<file path="src/rtl/mem_ctrl.sv">
// Byte-serial memory controller: arbitrates instruction fetch and load/store
// requests onto one 8-bit synchronous RAM port, one byte per cycle, little-endian.
module mem_ctrl #(
    parameter int ADDR_W = 32
) (
    input  logic              clk,
    input  logic              rst,
    input  logic              if_req,
    input  logic [ADDR_W-1:0] if_addr,
    input  logic              if_flush,
    output logic              if_done,
    output logic [31:0]       if_data,
    output logic              if_stall_req,
    input  logic              mem_req,
    input  logic              mem_we,
    input  logic [1:0]        mem_size,
    input  logic [ADDR_W-1:0] mem_addr,
    input  logic [31:0]       mem_wdata,
    output logic              mem_done,
    output logic [31:0]       mem_rdata,
    output logic              mem_stall_req,
    output logic [ADDR_W-1:0] ram_addr,
    output logic              ram_we,
    output logic [7:0]        ram_wdata,
    input  logic [7:0]        ram_rdata
);

    typedef enum logic [1:0] {
        IDLE,
        IF_RD,
        MEM_RD,
        MEM_WR
    } state_t;

    localparam logic [ADDR_W-1:0] ADDR_ONE = 1;

    state_t      state;
    logic [2:0]  cnt;
    logic [2:0]  len;
    logic [2:0]  req_len;
    logic [31:0] wdata;
    logic [31:0] buffer;
    logic [31:0] assembled;
    logic [7:0]  next_wbyte;

    assign if_stall_req  = if_req & ~if_done;
    assign mem_stall_req = mem_req & ~mem_done;

    always_comb begin
        req_len = 3'd4;
        case (mem_size)
            2'b00:   req_len = 3'd1;
            2'b01:   req_len = 3'd2;
            default: req_len = 3'd4;
        endcase
    end

    // Byte arriving now belongs to the address issued one cycle earlier (cnt-1).
    always_comb begin
        assembled = buffer;
        case (cnt)
            3'd1:    assembled[7:0]   = ram_rdata;
            3'd2:    assembled[15:8]  = ram_rdata;
            3'd3:    assembled[23:16] = ram_rdata;
            default: assembled[31:24] = ram_rdata;
        endcase
    end

    always_comb begin
        next_wbyte = wdata[31:24];
        case (cnt[1:0])
            2'd0:    next_wbyte = wdata[15:8];
            2'd1:    next_wbyte = wdata[23:16];
            default: next_wbyte = wdata[31:24];
        endcase
    end

    always_ff @(posedge clk or negedge rst) begin
        if (!rst) begin
            state     <= IDLE;
            cnt       <= 3'd0;
            len       <= 3'd0;
            wdata     <= 32'd0;
            buffer    <= 32'd0;
            ram_addr  <= '0;
            ram_we    <= 1'b0;
            ram_wdata <= 8'd0;
            if_done   <= 1'b0;
            mem_done  <= 1'b0;
            if_data   <= 32'd0;
            mem_rdata <= 32'd0;
        end else begin
            if_done  <= 1'b0;
            mem_done <= 1'b0;
            case (state)
                IDLE: begin
                    ram_we <= 1'b0;
                    // A request still held during its own done cycle must not restart.
                    if (!if_done && !mem_done) begin
                        if (mem_req) begin
                            state    <= mem_we ? MEM_WR : MEM_RD;
                            ram_addr <= mem_addr;
                            len      <= req_len;
                            wdata    <= mem_wdata;
                            cnt      <= 3'd0;
                            buffer   <= 32'd0;
                            ram_we   <= mem_we;
                            if (mem_we) begin
                                ram_wdata <= mem_wdata[7:0];
                            end
                        end else if (if_req && !if_flush) begin
                            state    <= IF_RD;
                            ram_addr <= if_addr;
                            len      <= 3'd4;
                            cnt      <= 3'd0;
                            buffer   <= 32'd0;
                        end
                    end
                end
                IF_RD, MEM_RD: begin
                    if (state == IF_RD && if_flush) begin
                        state <= IDLE;
                        cnt   <= 3'd0;
                    end else begin
                        if (cnt != 3'd0) begin
                            buffer <= assembled;
                        end
                        if (cnt == len) begin
                            state <= IDLE;
                            cnt   <= 3'd0;
                            if (state == IF_RD) begin
                                if_done <= 1'b1;
                                if_data <= assembled;
                            end else begin
                                mem_done  <= 1'b1;
                                mem_rdata <= assembled;
                            end
                        end else begin
                            cnt <= cnt + 3'd1;
                            if (cnt < len - 3'd1) begin
                                ram_addr <= ram_addr + ADDR_ONE;
                            end
                        end
                    end
                end
                MEM_WR: begin
                    if (cnt == len - 3'd1) begin
                        ram_we   <= 1'b0;
                        mem_done <= 1'b1;
                        state    <= IDLE;
                        cnt      <= 3'd0;
                    end else begin
                        cnt       <= cnt + 3'd1;
                        ram_addr  <= ram_addr + ADDR_ONE;
                        ram_wdata <= next_wbyte;
                    end
                end
                default: state <= IDLE;
            endcase
        end
    end

endmodule

</file>
<file path="config.mk">
export PLATFORM = sky130hd
export DESIGN_NAME = mem_ctrl
export DESIGN_NICKNAME = d
export VERILOG_FILES = /design/src/rtl/mem_ctrl.sv
export SDC_FILE = /design/constraint.sdc
export NUM_CORES = 1
export LEC_CHECK = 0
export CAP_MARGIN = 15
export CORE_MARGIN = 2
export CORE_UTILIZATION = 50
export DETAILED_ROUTE_END_ITERATION = 6
export GPL_TIMING_DRIVEN = 0
export HOLD_SLACK_MARGIN = 0.08
export PLACE_DENSITY_LB_ADDON = 0.25
export SKIP_CTS_REPAIR_TIMING = 1
export SLEW_MARGIN = 20
export SYNTH_ARGS = -nofsm -noshare
export SYNTH_HDL_FRONTEND = slang
export SYNTH_SLANG_ARGS = --single-unit
</file>
<file path="constraint.sdc">
create_clock -name clk -period 2.8 [get_ports clk]
set_clock_uncertainty 0.05 [all_clocks]
set_input_delay 0.56 -clock clk [delete_from_list [all_inputs] [get_ports clk]]
set_output_delay 0.56 -clock clk [all_outputs]
set_load 0.02 [all_outputs]
</file>
=== After elaboration in Yosys (flattened, before gate mapping) ===
Index checks and enable logic that the tools add are counted.

* Register bits: 179
* Latch bits: 0
* RAM bits: 0
* Memory bits (read-only): 0
* Input port bits: 112
* Output and inout bits: 109
* Logic and storage cells: 123
* Memories: 0

* $add $sub $neg: 3
* Multipliers: 0
* Divide/modulo/power cells: 0
* $lt $le $gt $ge: 1
* Eq/ne operators: 21
* Shift-type cells: 0
* Mux-type cells: 55
* Bitwise logic cells: 6
* Reduce and logical (&&, ||, !) cells: 25

{| class="wikitable"
|+ Operators by type and width
! kind !! count
|-
| $mux W32 || 12
|-
| $pmux W32 S3 || 1
|-
| $mux W8 || 8
|-
| $pmux W32 S2 || 1
|-
| $add A32 B1 Y32 const B || 1
|-
| $pmux W8 S2 || 2
|-
| $mux W3 || 8
|-
| $ne A2 B2 Y1 const B || 9
|-
| $mux W1 || 12
|-
| $mux W2 || 6
|-
| $reduce_and A4 Y1 || 3
|-
| $reduce_and A5 Y1 || 2
|-
| $pmux W3 S3 || 1
|-
| $eq A2 B1 Y1 const B || 3
|-
| $eq A3 B2 Y1 const B || 2
|-
| $eq A3 B3 Y1 || 2
|-
| $logic_not A2 Y1 || 3
|-
| $ne A3 B3 Y1 const B || 2
|-
| $pmux W2 S3 || 1
|-
| $pmux W3 S2 || 1
|-
| $reduce_and A3 Y1 || 2
|-
| $reduce_and A6 Y1 || 1
|-
| $reduce_bool A2 Y1 || 3
|-
| $eq A2 B2 Y1 const B || 2
|-
| 13 further kinds || 23
|}

=== Depth between registers and ports, before layout ===
Gate-level depths: netlist of the first run.

* Depth after elaboration: 6
* Mapped depth: 10
* Gate-level depth less buffers: 9

=== Worst setup path before layout of the first run ===
No wires, ideal clock.

* Kind: register to register
* From: register len[1]
* To: register ram_addr[0]
* Library setup time: 0.128 ns
* Data arrival time: 2.086 ns
* Data required time: 2.622 ns
* Setup slack: 0.536 ns
* Stages on the path, launching flop included: 9
* Buffers on the path: 0
* Clock period less this slack: 2.264 ns
* Cells stage by stage: dfrtp_1 > inv_1 > ha_1 > ha_1 > nor2b_1 > o211ai_1 > nand4_4 > nor2_2 > mux2_1

* Word-level cells in the longest chain between the ends: 4
* Elaborated cells between the ends (all ways): 8
* Classes of those cells: add/sub: 1; order compare: 1; eq/ne: 5; reduce/logical: 1

{| class="wikitable"
|+ Ends and longest elaborated chain
! what !! line !! text
|-
| start, declared || 39 || <nowiki>logic [2:0] len;</nowiki>
|-
| start signal, assigned || 103 || <nowiki>len <= req_len;</nowiki>
|-
| $sub A3 B1 Y3 || 140, 147 ||
|-
| $lt A3 B3 Y1 or $eq A3 B3 Y1 (tied branches) || 140, 147 ||
|-
| $ne A2 B2 Y1 (no source line) || n/a ||
|-
| $reduce_and A6 Y1 (no source line) (*) || n/a ||
|-
| end signal, assigned || 113 || <nowiki>ram_addr <= if_addr;</nowiki>
|-
| end signal, assigned || 141 || <nowiki>ram_addr <= ram_addr + ADDR_ONE;</nowiki>
|-
| end signal, assigned || 154 || <nowiki>ram_addr <= ram_addr + ADDR_ONE;</nowiki>
|-
| end, declared || 22 || <nowiki>output logic [ADDR_W-1:0] ram_addr,</nowiki>
|}

Every way passes the cells marked *; elsewhere a longest branch is shown, timed or not.
A chain may end at the register's enable or synchronous reset.

=== Final worst setup path of the first run ===
Ends and elaborated chain as after synthesis.

==> results.cfg, run 1 <==
[run_status]
outcome = finished, final reports clean

[final_layout]
area_delta_synth_final_pct = 35.4
register_area_sq_um = 4280
drive_gt1_frac = 0.0911
multi_input_area_sq_um = 4150
final_common_cell = clkdlybuf4s50_1
postLayoutCellArea_sq_um = 12000
fin_util = 0.692
fillerInstances = 1410
final_cells = 1422
nNetsFinal = 1310
mostFrequentLayoutCells = clkdlybuf4s50_1, nand2_1, dfrtp_1

[placement]
port_buffers = 219
placed_area_sq_um = 11300
gp_congestion = 0.939
dp_hpwl_mm = 19.1
place_inst = 1390

[worst_setup_path]
cpPeakStageDelay_ns = 0.54
path_common_cell = ha_1
required_ns = 3.08
cp-end-kind = flop
arrival_ns = 2.92
crit_slowest_cell = nor2_2
path_cells = inv_1, ha_1, ha_1, nor2b_1, o211ai_1, nand4_4, nor2_2, mux2_1
critPathMaxFanout = 10
crit_family = simple AND/OR/NAND/NOR gates
start_kind = flop
crit_buf_inv = 1
worst_r2r_path_depth = 8
crit_cells = 8
critical_path_class = flop to flop
r2r_start = len[1]
crit_start = len[1]

[sta]
drv_slew = 0
finalWorstPathRequiredPeriod_ns = 2.64
hold_slack_ns = 0.0324
rsz0062_at_grt = no
worst_slew_pin_slew_ns = 0.727
setup_tns_ns = 0
hold_viol = 0
post-route-period-util = 0.944
fmax_mhz = 378
setup_viol = 0
max_slew_margin = 0.511

[route]
wl_per_cell_microns = 18.9
drt_iter0_drc = 706
vias_per_cell = 5.84
drtAntennaViolNets = 0
drc_errors = 0
first_pass_iters = 5
drt-total-wl_mm = 26.9
num_vias = 8304

[clock_network]
clockRootBuffer = clkbuf_16
numCtsBuffers = 17
clock_latency_ns = 0.44
cts_max_level = 4
cts_tree = yes
cts_max_path_buffers = 2
cts.sinks = 171
clkTransAtPathRegs_ns = 0.08

[synthesis]
ys_seq_elements = 171
syn_nets = 1072
async_flop_share = 1.00
synth_area_per_cell_sq_um = 9.35
synth_top_area_cell = dfrtp_1
ys_seq_area_frac = 0.484
syn_inst = 945
netlist_area_sq_um = 8840
synth.top_cell.area_share = 0.484
synth_top_cells_by_area = dfrtp_1, nand2_1, mux2i_1
yosys_warnings = 0
synth_cell_types = 64
synth-edff-count = 0
ys.flop_type = dfrtp_1

[global_routing]
grt_pass1_vias = 8368
grt-ovfl-total = 0
grt_start_max_net_pins = 96
grt_pass1_wl_mm = 42.4
track_usage = 0.292
antenna_found_initial = 1

[power]
powerDensity_nw_per_um2 = 1260
irDropWorstVdd_mv = 0.632
p_leak_nw = 5.25

[floorplan]
fp.dieH_microns = 137
ios = 221
die-area_sq_um = 18800
die_w_microns = 137
std_cell_rows = 48
core_sq_um = 17300
initial_core_util = 0.511

[job]
max_cap_violations = 0

[hold_path]
worstHoldPathType = input port to asynchronous set/reset pin
layout make-up:
cell class                      count  share of cell area
Clock buffer                       20              0.0390
Sequential cell                   171               0.358
Inverter                           25             0.00784
Timing Repair Buffer              220               0.186
Multi-Input combinational cell    686               0.347
Buffer                             62              0.0265
Tap cell                          225              0.0235
Antenna cell                        1            0.000209
Clock inverter                     12              0.0123
state kept, by name, summed over array words and instances (netlist names), 2 cells and up:
signal / cells
ram_wdata: 8
wdata: 24
buffer: 32
if_data: 32
state: 2
mem_rdata: 32
ram_addr: 32
cnt: 3
len: 3
cell families (layout without fill, tap and decap cells):
kind of cell | after synthesis | in the layout | share of synthesized area
AOI/OAI and AO/OA | 264 | 264 | 0.206
adders and majority gates | 15 | 15 | 0.0212
xor gates and xnor gates | 3 | 3 | 0.00297
and+or+nand+nor | 355 | 355 | 0.182
other | 0 | 1 | 0
buffers and inverters | 88 | 339 | 0.0467
muxes | 49 | 49 | 0.0569
DFF | 171 | 171 | 0.484
final timing paths:
path	endpoint	slack [ns]
setup / recovery	ram_addr[0]	0.16
hold / removal	if_data[8]	0.03
setup reg to reg	ram_addr[0]	0.16
hold reg to reg	if_data[18]	0.42
max in group asynchronous	wdata[10]	1.73
min in group clk	if_data[18]	0.42
synthesized netlist by cell type, drive strengths merged (2+ instances only):
| cell | n |
|---|---|
| a211oi | 7 |
| a21o | 2 |
| a21oi | 47 |
| a22o | 35 |
| a22oi | 12 |
| a2bb2oi | 9 |
| a31oi | 19 |
| a41oi | 10 |
| and2 | 21 |
| and3 | 8 |
| buf | 34 |
| clkbuf | 29 |
| dfrtp | 171 |
| ha | 15 |
| inv | 25 |
| mux2 | 10 |
| mux2i | 39 |
| nand2 | 177 |
| nand2b | 2 |
| nand3 | 14 |
| nand4 | 12 |
| nor2 | 80 |
| nor2b | 7 |
| nor3 | 20 |
| nor4 | 2 |
| o211ai | 5 |
| o21a | 8 |
| o21ai | 69 |
| o22a | 10 |
| o22ai | 10 |
| o31a | 5 |
| o31ai | 10 |
| or2 | 4 |
| xnor2 | 3 |
power by group:
part	leakage (nW)	internal (mW)	switching, mW	total [mW]
Combinational	2.86	3.45	4.62	8.06
Clock	0.297	1.41	1.08	2.49
Sequential	2.09	3.65	0.858	4.50
per-layer routing:
| metal | global-route usage | wire, microns | vias up | share of wire |
|---|---|---|---|---|
| met4 | 0.127 | 820 | 0 | 0.030 |
| met3 | 0.0644 | 1920 | 58 | 0.071 |
| met5 | 0 | 0 | - | 0 |
| met1 | 0.367 | 11000 | 4015 | 0.41 |
| met2 | 0.484 | 13200 | 388 | 0.49 |
| li1 | - | - | 3843 | - |
metrics by stage:
stage / worst slack [ns] / power [mW]
floorplan: 0.536 / 9.35
global placement: -5.93 / 12.3
detailed placement: -0.130 / 12.5
CTS: 0.163 / 15.0
global route: 0.00843 / 15.9
finish: 0.156 / 15.1
Power figures use the tool's default switching activity.
==> run 2: changes to the inputs <==
CTS_CLUSTER_DIAMETER = 40   (was not set)
==> results of run 2 <==
Final layout, timing and power as in run 1 (identical DEF).
==> variant 1, RTL diff (settings of run 1) <==
Re-encode `state_t` (4 states) as Gray code, 2 bits wide.
--- a/src/rtl/mem_ctrl.sv
+++ b/src/rtl/mem_ctrl.sv
@@ -27,8 +27,8 @@
 
     typedef enum logic [1:0] {
-        IDLE,
-        IF_RD,
-        MEM_RD,
-        MEM_WR
+        IDLE   = 2'b00,
+        IF_RD  = 2'b01,
+        MEM_RD = 2'b11,
+        MEM_WR = 2'b10
     } state_t;
 
Behaviour: no difference found for any inputs over 4 cycles, from zero or initial values and one cycle with rst low; so few cycles prove little.
==> variant 1 against run 1 <==
Sequential cell count unchanged. Die area shrank 5.4%. Area after synthesis shrank 5.6%. Via count fell by 11%. Routed wire length fell by 10%. Utilization barely moved. Critical path depth up 2. Design area down 4.8%. First-iteration DRC count down 15%. Clock power shrank 6%. Setup slack better by 0.0010 ns. Power shrank 6.4%. Critical path type unchanged. Largest cell class unchanged. Largest power group unchanged.
==> variant 1: results (changes against run 1) <==
* Met2 Use GR at 45.2% (-3.2 points)
* Nonclk buf count at 273 (-3.2%)
* Drt first-iter violations at 602 (-15%)
* Post-synthesis adder-cell area fraction at 1.50% (-0.62 points)
* Vias/cell at 5.76 (-1.3%)
* Ranking of synthesized cells by area: dfrtp_1 (51%), o21ai_0 (5.7%), mux2i_1 (5.6%)
* Post-synthesis compound-gate area fraction at 19.0% (-1.6 points)
* Peak supply drop at 0.000613 V (-3.0%)
* GR Util met3 at 6.47% (+0.024 points)
* Share of cells above drive strength 1 at 9.68% (+0.57 points)
* Post-place setup slack at -0.0751 ns (+0.0547 ns)
* Xor/xnor share of the synthesized area at 0.315% (+0.018 points)
* Vias in the first global route at 7240 (-13%)
* Final Util at 69.2% (about the same)
* Final WL at 24.2 mm (-10%)
* Routed wl met2 at 11.5 mm (-13%)
* FFs & Latches at 171 (unchanged)
* DP HPWL at 17.5 mm (-8.6%)
* DR WL met3 at 1.79 mm (-6.8%)
* Placed standard-cell area at 10800 sq um (-4.9%)
* Signal buf overhead at 21.6% (+0.39 points)
* DRT Pass-1 Iters at 6 (+1)
* Via count at 7408 (-11%)
* Sequential share of the synthesized area at 51.3% (+2.9 points)
* Commonest cells in the netlist: dfrtp_1 (171), nand2_1 (107), o21ai_0 (95), mux2i_1 (47)
* Mux contribution to synthesized area at 9.96% (+4.3 points)
* Ant. Diodes at 1 (unchanged)
* Post-synth cell types at 61 (-4.7%)
* Internal Pwr Total at 8.11 mW (-4.6%)
* Syn Nets at 940 (-12%)
* Wl on met1 at 10.4 mm (-5.3%)
* Cells after Synth at 818 (-13%)
* Actual slew at the worst max-slew pin at 0.906 ns (+0.179 ns)
* Outcome: finished, final reports clean
* Area of the multi-input gates at 3690 sq um (-11%)
* Arrival time at the worst endpoint at 2.94 ns (+0.02 ns)
* GR Util met1 at 36.2% (-0.42 points)
* # nets final at 1173 (-10%)
* Placed Cells incl. Taps at 1251 (-10%)
* Async set or reset register ratio after synthesis at 100% (unchanged)
* DRC viols at 0 (unchanged)
* #MultiIn Comb at 562 (-18%)
* GPL Wtd Cong at 0.869 (-7.5%)
* Clock-cell share at 5.09% (-0.048 points)
* Largest net degree at the start of global routing at 91 (-5.2%)
* Fillers at 1240 (-12%)
* Non-CTS inverters at 26 (+4.0%)
* Port Buf Inserts at 211 (-3.7%)
* Hold WC Path Type: reg2reg
* Crit path max-delay cell type: clkbuf_1
* Leak at 4.91 nW (-6.4%)
* Total die area at 17700 sq um (-5.4%)
* First-pass GRT wire length at 38.1 mm (-10%)
* Crit path max-delay family: buffers and inverters
* Total Routing Usage GR at 27.5% (-1.7 points)
* Worst path max stage delay at 0.59 ns (+0.05 ns)
-- variant 1: power by group through the flow --
stage / combinational (mW) / sequential [mW] / clock, mW
floorplan: 3.58 / 5.14 / 0
finish: 7.33 / 4.42 / 2.34
global route: 7.88 / 4.55 / 2.46
CTS: 7.30 / 4.40 / 2.35
global placement: 7.14 / 4.38 / 0
detailed placement: 7.27 / 4.41 / 0
-- variant 1: path summary, 6_finish.rpt --
check,from,to,cells past startpoint,slack [ns]
setup / recovery,len[1],ram_addr[22],10,0.16
hold / removal,if_data[2],if_data[2],2,0.43
setup reg to reg,len[1],ram_addr[22],10,0.16
hold reg to reg,if_data[2],if_data[2],2,0.43
max in group asynchronous,rst,mem_rdata[22],4,1.21
min in group asynchronous,rst,ram_addr[29],2,0.50
==> variant 2, RTL diff (settings of run 1) <==
Without the edit above. `ADDR_W`: 32 -> 24.
--- a/src/rtl/mem_ctrl.sv
+++ b/src/rtl/mem_ctrl.sv
@@ -2,5 +2,5 @@
 // requests onto one 8-bit synchronous RAM port, one byte per cycle, little-endian.
 module mem_ctrl #(
-    parameter int ADDR_W = 32
+    parameter int ADDR_W = 24
 ) (
     input  logic              clk,
Interface: changed (resized if_addr, mem_addr and ram_addr); port bits go from 221 to 197. The function was not compared with the original's and may differ.
==> variant 2 against run 1 <==
Sequential share of layout area is 1.7 points higher. Routed wire length is 16% lower. Via count decreased by 11%. Design area down 9.0%. Sequential cell count down 8. Setup slack got worse by 0.041 ns. Combinational power shrank 16%. Hold slack improved by 0.0041 ns. Final cell count shrank 9.1%. Power down 12%. Maximum frequency shrank 1.5%. Count of clock-buffer cells in the layout decreased by 1. Area after synthesis shrank 9.4%.
==> variant 2: results (changes against run 1) <==
* Clock latency on the worst-skew pair at 0.43 ns
* R2R depth at 10 (+2)
* Commonest cells in the netlist: dfrtp_1 (163), nand2_1 (163), nor2_1 (69), o21ai_0 (63), a21oi_1 (50)
* Outcome: finished, final reports clean
* Ant. Diodes at 0 (-1)
* Root Driver: clkbuf_16
* R2R Path End: ram_addr[11]
* Initial antenna violation count at 0 (-1)
* Mux contribution to synthesized area at 5.36% (-0.33 points)
* Total Routing Usage GR at 27.3% (-1.9 points)
* Clock-pin slew on the worst setup and hold paths at 0.07 ns
* DRT Pass-1 Iters at 5 (unchanged)
* Hold WC Path Type: in2async
* Post-synthesis compound-gate area fraction at 19.4% (-1.2 points)
* Num CTS Buffers at 17 (unchanged)
* Ranking of synthesized cells by area: dfrtp_1 (51%), nand2_1 (7.6%), o21ai_0 (3.9%)
* Share of cells above drive strength 1 at 7.34% (-1.8 points)
* Vias in the first global route at 7104 (-15%)
* CP Class: reg2reg
* Yosys warning total at 0 (unchanged)
* Sequential share of the synthesized area at 50.9% (+2.5 points)
* Post-synth cell types at 55 (-14%)
* Drt first-iter violations at 591 (-16%)
* Slew headroom at 44.3% (-6.8 points)
* Syn Nets at 959 (-11%)
* # nets final at 1175 (-10%)
* Arrival time at the worst endpoint at 2.96 ns (+0.04 ns)
* Port Buf Inserts at 196 (-11%)
* Clock Path Buffers at 2 (unchanged)
* Reg2Reg Setup Slack at 0.12 ns (-0.04 ns)
* Largest registers: buffer (32), if_data (32), mem_rdata (32)
* Peak supply drop at 0.000661 V (+4.6%)
* Internal Pwr Total at 7.72 mW (-9.2%)
* Async set or reset register ratio after synthesis at 100% (unchanged)
* Via count at 7388 (-11%)
* Post-synthesis adder-cell area fraction at 2.34% (+0.22 points)
* Fillers at 1247 (-12%)
* Xor/xnor share of the synthesized area at 0.328% (+0.031 points)
* H-tree levels at 4 (unchanged)
* Worst R2R Start: len[1]
* Drt wl/cell at 17.5 microns (-7.7%)
* First-pass GRT wire length at 36.2 mm (-15%)
* Max FO, Critical Path at 10 (unchanged)
* GPL Wtd Cong at 0.877 (-6.7%)
* Synth Flop Type: dfrtp_1
* Largest net degree at the start of global routing at 90 (-6.3%)
* Leak at 4.72 nW (-10%)
* DP HPWL at 16.2 mm (-15%)
[variant 2: metal layers]
metal	GRT usage, %	share of wire (%)	vias up
met5	0	0	-
met2	44.8	48	315
li1	-	-	3433
met3	5.99	7.5	53
met1	35.9	42	3587
met4	10.1	2.7	0
[variant 2: through the flow]
stage | util [%] | area (sq um) | worst slack [ns] | instances | hold WS (ns)
after floorplan | - | 8010 | 0.504 | 848 | 0.214
after global placement | 64.9 | 10200 | -5.56 | 1260 | 0.408
after detailed placement | 65.1 | 10300 | -0.0731 | 1261 | 0.412
after CTS | 69.0 | 10900 | 0.0972 | 1293 | 0.0613
after global routing | 69.0 | 10900 | -0.0284 | 1293 | 0.0838
final | 69.0 | 10900 | 0.116 | 1293 | 0.0365
[variant 2: critical path: stages (launching register included)]
cell	delay, ns
dfrtp_1	0.38
inv_1	0.06
ha_1	0.27
ha_1	0.28
nor2b_1	0.13
o211ai_1	0.28
o2111ai_4	0.26
or2_1	0.27
buf_2	0.18
buf_2	0.22
o22a_1	0.19
[variant 2: area by class of cell]
cell class / instances / area (sq um) / area share [%]
inverter: 22 / 82.6 / 0.758
clock buffer: 19 / 453 / 4.16
sequential: 163 / 4080 / 37.5
tap: 216 / 270 / 2.48
multi-input combinational: 609 / 3620 / 33.3
buffer: 54 / 238 / 2.18
clock inverter: 13 / 148 / 1.36
timing repair buffer: 197 / 1990 / 18.3
[variant 2: worst min path at each step]
stage                       to  slack, ns  startpoint  cells after the start
finish              if_data[1]       0.04         rst                      1
global route        if_data[1]       0.08         rst                      1
CTS                 if_data[1]       0.06         rst                      1
detailed placement   wdata[25]       0.41   wdata[25]                      2
global placement     wdata[31]       0.41   wdata[31]                      2
floorplan            buffer[0]       0.21         rst                      0
[variant 2: power groups by stage]
| stage | Sequential (mW) | Clock, mW | Combinational [mW] |
|---|---|---|---|
| 2_1_floorplan | 4.74 | 0 | 3.53 |
| 3_3_place_gp | 4.13 | 0 | 6.56 |
| 3_5_place_dp | 4.15 | 0 | 6.71 |
| 4_1_cts | 4.13 | 2.40 | 6.77 |
| 5_1_grt | 4.26 | 2.49 | 7.41 |
| 6_report | 4.14 | 2.38 | 6.78 |
[variant 2: kinds of logic (layout without fill, tap and decap cells)]
family / after synthesis / count (layout)
compound gates: 237 / 237
xor+xnor: 3 / 3
fa+ha+maj: 15 / 15
buf+inv: 76 / 305
flops: 163 / 163
mux: 41 / 41
simple gates: 313 / 313
